<file path="src/rtl/sp_ram_arbiter_if.sv">
// Request/grant, clear-control and RAM-side signals of the single-port RAM arbiter.
// slave is the arbiter's view; master is the client's and RAM's view.
interface sp_ram_arbiter_if #(
    parameter int ADDR_W = 12,
    parameter int DATA_W = 16
);
    logic              wr_req;
    logic [ADDR_W-1:0] wr_addr;
    logic [DATA_W-1:0] wr_data;
    logic              wr_ready;
    logic              rd_req;
    logic [ADDR_W-1:0] rd_addr;
    logic              rd_ready;
    logic              rd_valid;
    logic [DATA_W-1:0] rd_data;
    logic              clr_start;
    logic              clr_busy;
    logic              clr_done;
    logic              ram_ce;
    logic              ram_wre;
    logic [ADDR_W-1:0] ram_ad;
    logic [DATA_W-1:0] ram_din;
    logic [DATA_W-1:0] ram_dout;
    logic              ram_oce;
    logic              ram_reset;

    modport slave (
        input  wr_req, wr_addr, wr_data, rd_req, rd_addr, clr_start, ram_dout,
        output wr_ready, rd_ready, rd_valid, rd_data, clr_busy, clr_done,
               ram_ce, ram_wre, ram_ad, ram_din, ram_oce, ram_reset
    );

    modport master (
        output wr_req, wr_addr, wr_data, rd_req, rd_addr, clr_start, ram_dout,
        input  wr_ready, rd_ready, rd_valid, rd_data, clr_busy, clr_done,
               ram_ce, ram_wre, ram_ad, ram_din, ram_oce, ram_reset
    );
endinterface

</file>
<file path="src/rtl/sp_ram_arbiter.sv">
// Round-robin write/read arbiter for a single-port RAM in bypass read mode,
// with a one-word-per-cycle zero-fill sweep of the whole array.
module sp_ram_arbiter #(
    parameter int ADDR_W = 12,
    parameter int DATA_W = 16
) (
    input  logic              clk,
    input  logic              rst_n,
    sp_ram_arbiter_if.slave   bus
);

    typedef enum logic [0:0] {
        ST_IDLE  = 1'b0,
        ST_CLEAR = 1'b1
    } state_t;

    state_t            r_state;
    logic              r_last_wr;
    logic              r_ram_ce;
    logic              r_ram_wre;
    logic [ADDR_W-1:0] r_ram_ad;
    logic [DATA_W-1:0] r_ram_din;
    logic [ADDR_W-1:0] r_clr_addr;
    logic              r_rd_pend;
    logic              r_rd_valid;
    logic              r_clr_busy;
    logic              r_clr_done;

    logic              w_grant_ok;
    logic              w_wr_ready;
    logic              w_rd_ready;

    // clr_start suppresses grants in its own cycle so no transfer races the sweep.
    always_comb begin
        w_grant_ok = (r_state == ST_IDLE) && !bus.clr_start;
        w_wr_ready = w_grant_ok && bus.wr_req && (!bus.rd_req || !r_last_wr);
        w_rd_ready = w_grant_ok && bus.rd_req && (!bus.wr_req ||  r_last_wr);
    end

    always_ff @(posedge clk or negedge rst_n) begin
        if (!rst_n) begin
            r_state    <= ST_IDLE;
            r_last_wr  <= 1'b0;
            r_ram_ce   <= 1'b0;
            r_ram_wre  <= 1'b0;
            r_ram_ad   <= '0;
            r_ram_din  <= '0;
            r_clr_addr <= '0;
            r_rd_pend  <= 1'b0;
            r_rd_valid <= 1'b0;
            r_clr_busy <= 1'b0;
            r_clr_done <= 1'b0;
        end else begin
            // Read data returns one cycle after the RAM samples the address.
            r_rd_pend  <= w_rd_ready;
            r_rd_valid <= r_rd_pend;
            r_clr_done <= 1'b0;
            case (r_state)
                ST_IDLE: begin
                    r_ram_ce  <= 1'b0;
                    r_ram_wre <= 1'b0;
                    if (bus.clr_start) begin
                        r_state    <= ST_CLEAR;
                        r_clr_busy <= 1'b1;
                        r_clr_addr <= '0;
                    end else if (w_wr_ready) begin
                        r_ram_ce  <= 1'b1;
                        r_ram_wre <= 1'b1;
                        r_ram_ad  <= bus.wr_addr;
                        r_ram_din <= bus.wr_data;
                        r_last_wr <= 1'b1;
                    end else if (w_rd_ready) begin
                        r_ram_ce  <= 1'b1;
                        r_ram_wre <= 1'b0;
                        r_ram_ad  <= bus.rd_addr;
                        r_last_wr <= 1'b0;
                    end
                end
                ST_CLEAR: begin
                    r_ram_ce   <= 1'b1;
                    r_ram_wre  <= 1'b1;
                    r_ram_ad   <= r_clr_addr;
                    r_ram_din  <= '0;
                    r_clr_addr <= r_clr_addr + ADDR_W'(1);
                    if (r_clr_addr == '1) begin
                        r_state    <= ST_IDLE;
                        r_clr_busy <= 1'b0;
                        r_clr_done <= 1'b1;
                    end
                end
                default: r_state <= ST_IDLE;
            endcase
        end
    end

    assign bus.wr_ready  = w_wr_ready;
    assign bus.rd_ready  = w_rd_ready;
    assign bus.rd_valid  = r_rd_valid;
    assign bus.rd_data   = bus.ram_dout;
    assign bus.clr_busy  = r_clr_busy;
    assign bus.clr_done  = r_clr_done;
    assign bus.ram_ce    = r_ram_ce;
    assign bus.ram_wre   = r_ram_wre;
    assign bus.ram_ad    = r_ram_ad;
    assign bus.ram_din   = r_ram_din;
    assign bus.ram_oce   = 1'b1;
    assign bus.ram_reset = 1'b0;

endmodule

</file>
<file path="src/flat_wrapper.sv">
// flat-port wrapper written by rule: the top's interface ports become plain ports
module sp_ram_arbiter_flat 
#(
    parameter int ADDR_W = 12,
    parameter int DATA_W = 16
)
  (clk, rst_n, bus_wr_req, bus_wr_addr, bus_wr_data, bus_rd_req, bus_rd_addr, bus_clr_start, bus_ram_dout, bus_wr_ready, bus_rd_ready, bus_rd_valid, bus_rd_data, bus_clr_busy, bus_clr_done, bus_ram_ce, bus_ram_wre, bus_ram_ad, bus_ram_din, bus_ram_oce, bus_ram_reset);
  sp_ram_arbiter_if #(.ADDR_W(ADDR_W), .DATA_W(DATA_W)) bus_i ();
  input  logic clk;
  input  logic rst_n;
  input wire logic [$bits(bus_i.wr_req)-1:0] bus_wr_req;
  input wire logic [$bits(bus_i.wr_addr)-1:0] bus_wr_addr;
  input wire logic [$bits(bus_i.wr_data)-1:0] bus_wr_data;
  input wire logic [$bits(bus_i.rd_req)-1:0] bus_rd_req;
  input wire logic [$bits(bus_i.rd_addr)-1:0] bus_rd_addr;
  input wire logic [$bits(bus_i.clr_start)-1:0] bus_clr_start;
  input wire logic [$bits(bus_i.ram_dout)-1:0] bus_ram_dout;
  output wire logic [$bits(bus_i.wr_ready)-1:0] bus_wr_ready;
  output wire logic [$bits(bus_i.rd_ready)-1:0] bus_rd_ready;
  output wire logic [$bits(bus_i.rd_valid)-1:0] bus_rd_valid;
  output wire logic [$bits(bus_i.rd_data)-1:0] bus_rd_data;
  output wire logic [$bits(bus_i.clr_busy)-1:0] bus_clr_busy;
  output wire logic [$bits(bus_i.clr_done)-1:0] bus_clr_done;
  output wire logic [$bits(bus_i.ram_ce)-1:0] bus_ram_ce;
  output wire logic [$bits(bus_i.ram_wre)-1:0] bus_ram_wre;
  output wire logic [$bits(bus_i.ram_ad)-1:0] bus_ram_ad;
  output wire logic [$bits(bus_i.ram_din)-1:0] bus_ram_din;
  output wire logic [$bits(bus_i.ram_oce)-1:0] bus_ram_oce;
  output wire logic [$bits(bus_i.ram_reset)-1:0] bus_ram_reset;
  assign bus_i.wr_req = bus_wr_req;
  assign bus_i.wr_addr = bus_wr_addr;
  assign bus_i.wr_data = bus_wr_data;
  assign bus_i.rd_req = bus_rd_req;
  assign bus_i.rd_addr = bus_rd_addr;
  assign bus_i.clr_start = bus_clr_start;
  assign bus_i.ram_dout = bus_ram_dout;
  assign bus_wr_ready = bus_i.wr_ready;
  assign bus_rd_ready = bus_i.rd_ready;
  assign bus_rd_valid = bus_i.rd_valid;
  assign bus_rd_data = bus_i.rd_data;
  assign bus_clr_busy = bus_i.clr_busy;
  assign bus_clr_done = bus_i.clr_done;
  assign bus_ram_ce = bus_i.ram_ce;
  assign bus_ram_wre = bus_i.ram_wre;
  assign bus_ram_ad = bus_i.ram_ad;
  assign bus_ram_din = bus_i.ram_din;
  assign bus_ram_oce = bus_i.ram_oce;
  assign bus_ram_reset = bus_i.ram_reset;
  sp_ram_arbiter #(.ADDR_W(ADDR_W), .DATA_W(DATA_W)) u_core (.clk(clk), .rst_n(rst_n), .bus(bus_i));
endmodule
</file>
<file path="config.mk">
export PLATFORM = sky130hd
export DESIGN_NAME = sp_ram_arbiter_flat
export DESIGN_NICKNAME = d
export VERILOG_FILES = /design/src/rtl/sp_ram_arbiter_if.sv /design/src/rtl/sp_ram_arbiter.sv /design/src/flat_wrapper.sv
export SDC_FILE = /design/constraint.sdc
export NUM_CORES = 1
export LEC_CHECK = 0
export ABC_AREA = 1
export CORE_ASPECT_RATIO = 2
export CORE_MARGIN = 4
export CORE_UTILIZATION = 44
export DETAILED_ROUTE_END_ITERATION = 7
export GPL_ROUTABILITY_DRIVEN = 0
export PLACE_DENSITY = 0.89
export SKIP_CTS_REPAIR_TIMING = 1
export SYNTH_ARGS = -nofsm -noshare
export SYNTH_HDL_FRONTEND = slang
export SYNTH_SLANG_ARGS = --single-unit
</file>
<file path="constraint.sdc">
create_clock -name clk -period 3.85 [get_ports clk]
set_input_delay 0.5775 -clock clk [delete_from_list [all_inputs] [get_ports clk]]
set_output_delay 0.5775 -clock clk [all_outputs]
set_load 0.03 [all_outputs]
</file>
# After elaboration in Yosys (flattened, before gate mapping)
# Index checks and enable logic that the tools add are counted.
[totals]
ff_bits = 48
inputBits = 61
out_inout_bits = 53
elab_cells = 62
[classes]
add_sub_neg = 1
eq_ne = 6
muxes = 26
bitwise_logic = 2
n_reduce_logical = 16
[op_table]
columns = ["operator", "n"]
rows = [
  ["$mux W12", 4],
  ["$pmux W12 S2", 2],
  ["$mux W16", 2],
  ["$pmux W16 S2", 1],
  ["$mux W1", 13],
  ["$add A12 B1 Y12 const B", 1],
  ["$eq A12 B12 Y1 const B", 1],
  ["$ne A2 B2 Y1 const B", 4],
  ["$pmux W1 S2", 4],
  ["$reduce_and A2 Y1", 3],
  ["$logic_and A1 B1 Y1", 5],
  ["$logic_not A1 Y1", 4],
  ["$ne A3 B2 Y1 const B", 1],
  ["$reduce_and A3 Y1", 1],
  ["$logic_or A1 B1 Y1", 2],
  ["$not A1 Y1", 2],
  ["$reduce_bool A2 Y1", 1],
]

# Logic depth before layout (Yosys ltp)
# Gate-level depths: netlist of the first run.
[logic_depth]
ltp_word = 8
ltp_mapped = 8
ltp_nobuf = 8

# Worst setup path after synthesis of the first run
# No wires, ideal clock.
[synth_timing]
path_type = "in2out"
from = "input port bus_clr_start"
to = "output port bus_rd_ready"
t_arrival_ns = 1.305
required_time_ns = 3.273
setup_slack_ns = 1.967
path_stages = 3
n_path_buf = 0
cell_sequence = "nor2_4 nand2_1 a21oi_1"
[synth_between]
elab_chain_cells = 4
[synth_lines]
columns = ["item", "line", "source"]
rows = [
  ["from (decl)", "flat_wrapper.sv:16", "input wire logic [$bits(bus_i.clr_start)-1:0] bus_clr_start;"],
  ["$logic_not A1 Y1", "sp_ram_arbiter.sv:35", "w_grant_ok = (r_state == ST_IDLE) && !bus.clr_start;"],
  ["$logic_and A1 B1 Y1", "sp_ram_arbiter.sv:35", ""],
  ["$logic_and A1 B1 Y1 (2 in series)", "sp_ram_arbiter.sv:37", "w_rd_ready = w_grant_ok && bus.rd_req && (!bus.wr_req || r_last_wr);"],
  ["to (decl)", "flat_wrapper.sv:19", "output wire logic [$bits(bus_i.rd_ready)-1:0] bus_rd_ready;"],
]
# Every way passes these cells.

# Worst setup path after layout of the first run
[layout_timing]
from = "input port bus_rd_req"
to = "output port bus_wr_ready"
[layout_between]
elab_chain_cells = 3
[layout_lines]
columns = ["item", "line", "source"]
rows = [
  ["from (decl)", "flat_wrapper.sv:14", "input wire logic [$bits(bus_i.rd_req)-1:0] bus_rd_req;"],
  ["$logic_not A1 Y1", "sp_ram_arbiter.sv:36", "w_wr_ready = w_grant_ok && bus.wr_req && (!bus.rd_req || !r_last_wr);"],
  ["$logic_or A1 B1 Y1", "sp_ram_arbiter.sv:36", ""],
  ["$logic_and A1 B1 Y1", "sp_ram_arbiter.sv:36", ""],
  ["to (decl)", "flat_wrapper.sv:18", "output wire logic [$bits(bus_i.wr_ready)-1:0] bus_wr_ready;"],
]
# Every way passes these cells.

==> results of run 1 <==
-- path summary, 6_finish.rpt --
path	slack, ns	to	startpoint	cells past startpoint
min in group asynchronous	0.45	u_core.bus.rd_valid$_DFF_PN0_	rst_n	1
max reg2reg	1.63	u_core.bus.ram_ad[10]$_DFFE_PN0P_	u_core.r_state$_DFF_PN0_	6
min reg2reg	0.36	u_core.bus.rd_valid$_DFF_PN0_	u_core.r_rd_pend$_DFF_PN0_	0
min	0.36	u_core.bus.rd_valid$_DFF_PN0_	u_core.r_rd_pend$_DFF_PN0_	0
max in group asynchronous	2.75	u_core.r_clr_addr[7]$_DFFE_PN0P_	rst_n	1
max	0.76	bus_wr_ready	bus_rd_req	5
-- report_power, final --
group	total [W]	switching (W)	internal, W
logic	0.000392	0.000219	0.000174
clock network	0.000339	0.000152	0.000187
registers	0.000639	0.0000552	0.000584
-- layout by cell type, fill, tap and decap left out --
cell type / n
a21oi_1: 2
and2_1: 1
buf_2: 1
buf_4: 2
bufinv_16: 1
clkbuf_8: 5
clkdlybuf4s50_1: 78
conb_1: 2
dfrtp_1: 48
ha_1: 1
inv_1: 18
inv_2: 3
nand2_1: 100
nand3_1: 44
nand3_2: 2
nand4_1: 12
nor2_1: 10
nor2_2: 3
nor2_4: 2
nor3_1: 2
o211ai_2: 1
o21ai_0: 7
o21ai_1: 3
o22ai_1: 1
or2_2: 3
-- registers in the layout, indices dropped and copies added, names as in the netlist --
| signal | cells |
|---|---|
| u_core.bus.rd_valid | 1 |
| u_core.bus.ram_wre | 1 |
| u_core.r_rd_pend | 1 |
| u_core.bus.clr_done | 1 |
| u_core.r_last_wr | 1 |
| u_core.r_clr_addr | 12 |
| u_core.r_state | 1 |
| u_core.bus.clr_busy | 1 |
| u_core.bus.ram_ce | 1 |
| u_core.bus.ram_din | 16 |
| u_core.bus.ram_ad | 12 |
-- metrics by stage --
stage	cell area (µm²)	util (%)	hold WS [ns]
5_1_grt	3156	60.86	0.3605
3_5_place_dp	3057	58.95	0.3405
4_1_cts	3156	60.86	0.3589
2_1_floorplan	2382	-	0.2819
3_3_place_gp	3057	58.95	0.3341
6_report	3156	60.86	0.3572
-- cell usage after synthesis --
library cell,instances
ha_1,1
conb_1,2
o22ai_1,1
inv_1,18
buf_4,19
nor2_4,2
dfrtp_1,48
or2_2,3
nor3_1,2
a21oi_1,2
inv_2,3
o21ai_1,3
nand4_1,12
nand2_1,100
clkbuf_1,1
nor2_1,10
buf_1,2
o211ai_2,1
o21ai_0,7
nor2_2,3
buf_2,9
nand3_2,2
nand3_1,44
and2_1,1
-- cells by family (layout without fill, tap and decap cells) --
logic type	Yosys count	in the layout	synth area share, %
other cells	2	2	0.3152
buf+inv	52	108	11.66
flops	48	48	50.42
compound gates	14	14	3.309
simple gates	179	179	33.77
fa+ha+maj	1	1	0.5251
-- worst reg2reg max path: cells and delay by family (launching register included) --
kind | cells | cell delay, ns
buffers and inverters | 2 | 0.78
and+or+nand+nor | 3 | 0.59
DFF | 1 | 0.57
AOI/OAI and AO/OA | 1 | 0.17
-- layer usage --
| metal | wire (µm) | GRT usage (%) | share of wire (%) |
|---|---|---|---|
| met1 | 2242 | 22.63 | 38 |
| met2 | 3030 | 31.36 | 51 |
| met3 | 482 | 3.797 | 8.1 |
| met4 | 178 | 9.763 | 3.0 |
| met5 | 0 | 0 | 0 |
-- final cells by class --
cell class	instances	area, µm²	area share [%]
tap	58	72.57	2.300
clock inverter	1	30.03	0.9516
multi-input combinational	196	903.4	28.63
sequential	48	1201	38.06
timing repair buffer	81	800.8	25.38
clock buffer	5	68.82	2.181
inverter	21	78.83	2.498
==> impl_metrics.env, run 1 <==
export IMPL_synth_cells=296
export IMPL_setup_tns_ns=0
export IMPL_final_nets=415
export IMPL_n_fill_cell=464
export IMPL_final_layout_size_suffix_gt1_share_pct=6.534
export IMPL_postSynthNetCount=358
export IMPL_via_count=2144
export IMPL_timing_max_slew_rel_slack_pct=31.82
export IMPL_antenna_found_initial=0
export IMPL_netlist_top_cells_area="dfrtp_1 50%, nand2_1 16%, nand3_1 9.2%"
export IMPL_drt_wl_total_mm=5.932
export IMPL_area_delta_synth_final_pct=32.46
export IMPL_power_ir_vdd_worst_mv=0.4319
export IMPL_share_of_yosys_cell_area_claimed_by_the_top_area_cell_type_pct=50.42
export IMPL_antenna_diode_count=0
export IMPL_worst_setup_path_start_kind="input pin"
export IMPL_numPlacedInstances=404
export IMPL_setup_viol_count_final=0
export IMPL_yosys_warnings=0
export IMPL_max_stage_delay_ns=0.73
export IMPL_crit_family="buffers and inverters"
export IMPL_ys_seq_area_share_pct=50.42
export IMPL_synth_cell_types=24
export IMPL_cts_made_buffers=5
export IMPL_overflow=0
export IMPL_cts_tree="yes"
export IMPL_dieHeight_um=112.1
export IMPL_final_critical_path_setup_slack_ns=0.7614
export IMPL_clk_transition_reported_paths_ns=0.08
export IMPL_crit_fanout=17
export IMPL_detailedRoute_firstPassIterationCount=4
export IMPL_power_w=0.001370
export IMPL_worstSkewPairLatency_ns=0.29
export IMPL_total_leakage_power_nw=1.512
export IMPL_design_portCount=114
export IMPL_timing_final_crit_period_ns=3.089
export IMPL_clk_path_buf_depth=2
export IMPL_hold_viol_final=0
export IMPL_worstSetupEndpointType="output port"
export IMPL_grt_max_degree=49
export IMPL_dp_slack_ns=0.7837
export IMPL_synth_largest_area_cell="dfrtp_1"
export IMPL_design_die_area_um2=6727
export IMPL_grt_first_pass_wirelength_mm=9.942
export IMPL_drv_slew=0
export IMPL_outcome="complete, no violations"
export IMPL_worst_endpoint_required_ns=3.27
export IMPL_drt_vias_per_instance=5.229
export IMPL_ant_nets=0
export IMPL_die_w_um=60.03
export IMPL_worst_clock_skew_ns=0.01160
export IMPL_clkSinkCount=48
export IMPL_path_common_cell="clkdlybuf4s50_1"
export IMPL_vias_in_the_first_global_route=2127
export IMPL_timing_final_crit_share_pct=80.22
export IMPL_critPathSlowestCell="clkdlybuf4s50_1"
export IMPL_htree_levels=2
export IMPL_clockRootBuffer="clkbuf_8"
export IMPL_path_buf_inv=3
export IMPL_crit_chain="clkdlybuf4s50_1 -> nand2_1 -> nand3_2 -> inv_2 -> clkdlybuf4s50_1"
export IMPL_track_usage_pct=19.06
export IMPL_ys_ff_latch=48
export IMPL_dpl_hpwl_mm=4.350
export IMPL_synthesis_area_um2=2382
export IMPL_maxCapViolations=0
export IMPL_achievable_clock_frequency_mhz=323.8
export IMPL_initial_core_util_pct=45.95
export IMPL_coreArea_um2=5185
export IMPL_placement_rows=37
export IMPL_drtIter0Drc=156
export IMPL_timing_worst_setup_path_type="in2out"
export IMPL_holdCritPathClass="reg2reg"
export IMPL_power_density_nw_per_um2=434.3
export IMPL_synth_avg_cell_area_um2=8.048
export IMPL_routed_wl_per_cell_um=14.47
export IMPL_rsz0062_at_grt="false"
export IMPL_worst_max_slew_pin_slew_ns=1.023
export IMPL_finish_cell_count_without_fillers=410
export IMPL_critPathArrivalTime_ns=2.51
export IMPL_numPortBuffers=79
export IMPL_detail_route_drc_violations=0
Note: power is estimated with default switching activity, not from simulation.
==> run 2: changes to the inputs <==
--- a/config.mk
+++ b/config.mk
@@ -8,10 +8,10 @@
 export ABC_AREA = 1
 export CORE_ASPECT_RATIO = 2
 export CORE_MARGIN = 4
-export CORE_UTILIZATION = 44
+export CORE_UTILIZATION = 37
 export DETAILED_ROUTE_END_ITERATION = 7
 export GPL_ROUTABILITY_DRIVEN = 0
-export PLACE_DENSITY = 0.89
+export PLACE_DENSITY = 0.8
 export SKIP_CTS_REPAIR_TIMING = 1
 export SYNTH_ARGS = -nofsm -noshare
 export SYNTH_HDL_FRONTEND = slang
==> constraint.sdc (replaced) <==
create_clock -name clk -period 2.6 [get_ports clk]
set_input_delay 0.39 -clock clk [delete_from_list [all_inputs] [get_ports clk]]
set_output_delay 0.39 -clock clk [all_outputs]
set_load 0.03 [all_outputs]
==> impl_metrics.env, run 2 (synthesis gave the netlist of run 1 again) <==
export IMPL_timing_reg2reg_worst_path_depth=8
export IMPL_maxCapViolations=0
export IMPL_dpl_hpwl_mm=4.686
export IMPL_dp_slack_ns=0.6838
export IMPL_clk_path_buf_depth=2
export IMPL_grt_first_pass_wirelength_mm=10.08
export IMPL_timing_max_slew_rel_slack_pct=52.25
export IMPL_design_portCount=114
export IMPL_hold_viol_final=0
export IMPL_placement_cell_area_um2=3159
export IMPL_worst_setup_path_start_kind="flop"
export IMPL_drv_slew=0
export IMPL_coreArea_um2=6310
export IMPL_grt_max_degree=33
export IMPL_drt_vias_per_instance=4.759
export IMPL_critPathArrivalTime_ns=1.64
export IMPL_multi_input_area_um2=903.4
export IMPL_detail_route_drc_violations=0
export IMPL_cts_tree="yes"
export IMPL_worst_clock_skew_ns=0.004698
export IMPL_initial_core_util_pct=37.76
export IMPL_outcome="complete, no violations"
export IMPL_final_design_area_no_fill_um2=3374
export IMPL_worst_max_slew_pin_slew_ns=0.7162
export IMPL_die_w_um=64.74
export IMPL_timing_final_crit_share_pct=77.93
export IMPL_power_density_nw_per_um2=728.9
export IMPL_cts_made_buffers=5
export IMPL_rsz0062_at_grt="false"
export IMPL_holdCritPathClass="in2async"
export IMPL_ant_nets=0
export IMPL_numPlacedInstances=440
export IMPL_achievable_clock_frequency_mhz=493.6
export IMPL_layout_cells_most_common="nand2_1"
export IMPL_antenna_found_initial=0
export IMPL_overflow=0
export IMPL_drt_wl_total_mm=6.185
export IMPL_vias_in_the_first_global_route=2168
export IMPL_worst_endpoint_required_ns=2.21
export IMPL_track_usage_pct=16.65
export IMPL_design_die_area_um2=7864
export IMPL_crit_fanout=14
export IMPL_setup_tns_ns=0
export IMPL_setup_viol_count_final=0
export IMPL_final_critical_path_setup_slack_ns=0.5739
export IMPL_fin_hold_ws_ns=0.1514
export IMPL_regToRegSetupSlack_ns=0.76
export IMPL_largest_register_ff_count=16
export IMPL_n_fill_cell=585
export IMPL_drtIter0Drc=86
export IMPL_htree_levels=2
export IMPL_clkSinkCount=48
export IMPL_clk_transition_reported_paths_ns=0.06
export IMPL_finish_cell_count_without_fillers=448
export IMPL_total_leakage_power_nw=1.611
export IMPL_layout_common_cells="100 x nand2_1, 76 x clkdlybuf4s50_1, 48 x dfrtp_1, 44 x nand3_1, 18 x inv_1"
export IMPL_regToRegStartpoint="u_core.r_state$_DFF_PN0_"
export IMPL_timing_final_crit_period_ns=2.026
export IMPL_worstSetupEndpointType="output port"
export IMPL_antenna_diode_count=0
export IMPL_via_count=2132
export IMPL_numPortBuffers=79
export IMPL_timing_rr_end="u_core.r_clr_addr[10]$_DFFE_PN0P_"
export IMPL_area_delta_synth_final_pct=41.65
export IMPL_worstSkewPairLatency_ns=0.29
export IMPL_dieHeight_um=121.5
export IMPL_routed_wl_per_cell_um=13.81
export IMPL_power_ir_vdd_worst_mv=0.6834
export IMPL_final_nets=423
export IMPL_detailedRoute_firstPassIterationCount=5
export IMPL_placement_rows=41
export IMPL_timing_worst_setup_path_type="reg2out"
export IMPL_clockRootBuffer="clkbuf_16"
export IMPL_register_area_um2=1201
export IMPL_final_layout_size_suffix_gt1_share_pct=9.669
## run 2: per-stage QoR
step	utilization (%)	total power (W)
after floorplan	-	0.001326
after global placement	50.07	0.001527
after detailed placement	50.07	0.001548
after CTS	53.48	0.002478
after global routing	53.48	0.002569
final	53.48	0.002460
## run 2: cell type report
| class | count | share of cell area, % |
|---|---|---|
| sequential | 48 | 35.60 |
| multi-input combinational | 196 | 26.77 |
| timing repair buffer | 89 | 25.73 |
| clock buffer | 5 | 3.708 |
| tap | 86 | 3.189 |
| clock inverter | 3 | 2.670 |
| inverter | 21 | 2.336 |
## run 2: layer usage
metal,wire [µm],GRT usage [%],up-vias
li1,-,-,1065
met1,2410,18.56,998
met2,3309,29.06,55
met3,261,2.966,14
met4,204,9.404,0
met5,0,0,-
## run 2: worst max path at each step
stage / from / to / slack, ns / cells after the start
after floorplan: u_core.r_state$_DFF_PN0_ / bus_rd_ready / 1.0 / 3
after global placement: bus_clr_start / bus_rd_ready / 0.67 / 5
after detailed placement: bus_clr_start / bus_rd_ready / 0.68 / 5
after CTS: u_core.r_state$_DFF_PN0_ / bus_rd_ready / 0.57 / 4
after global routing: u_core.r_state$_DFF_PN0_ / bus_rd_ready / 0.44 / 4
final: u_core.r_state$_DFF_PN0_ / bus_rd_ready / 0.57 / 4
## run 2: critical path, stage by stage, from the launching register on
cell	delay [ns]
dfrtp_1	0.58
nor2_4	0.23
nand2_1	0.06
a21oi_1	0.30
buf_12	0.17
## run 2: power breakdown
part | internal [W] | total, W | switching, W
Sequential | 0.000866 | 0.000948 | 0.0000818
Clock | 0.000648 | 0.000925 | 0.000277
Combinational | 0.000263 | 0.000587 | 0.000325
Total | 0.00178 | 0.00246 | 0.000684
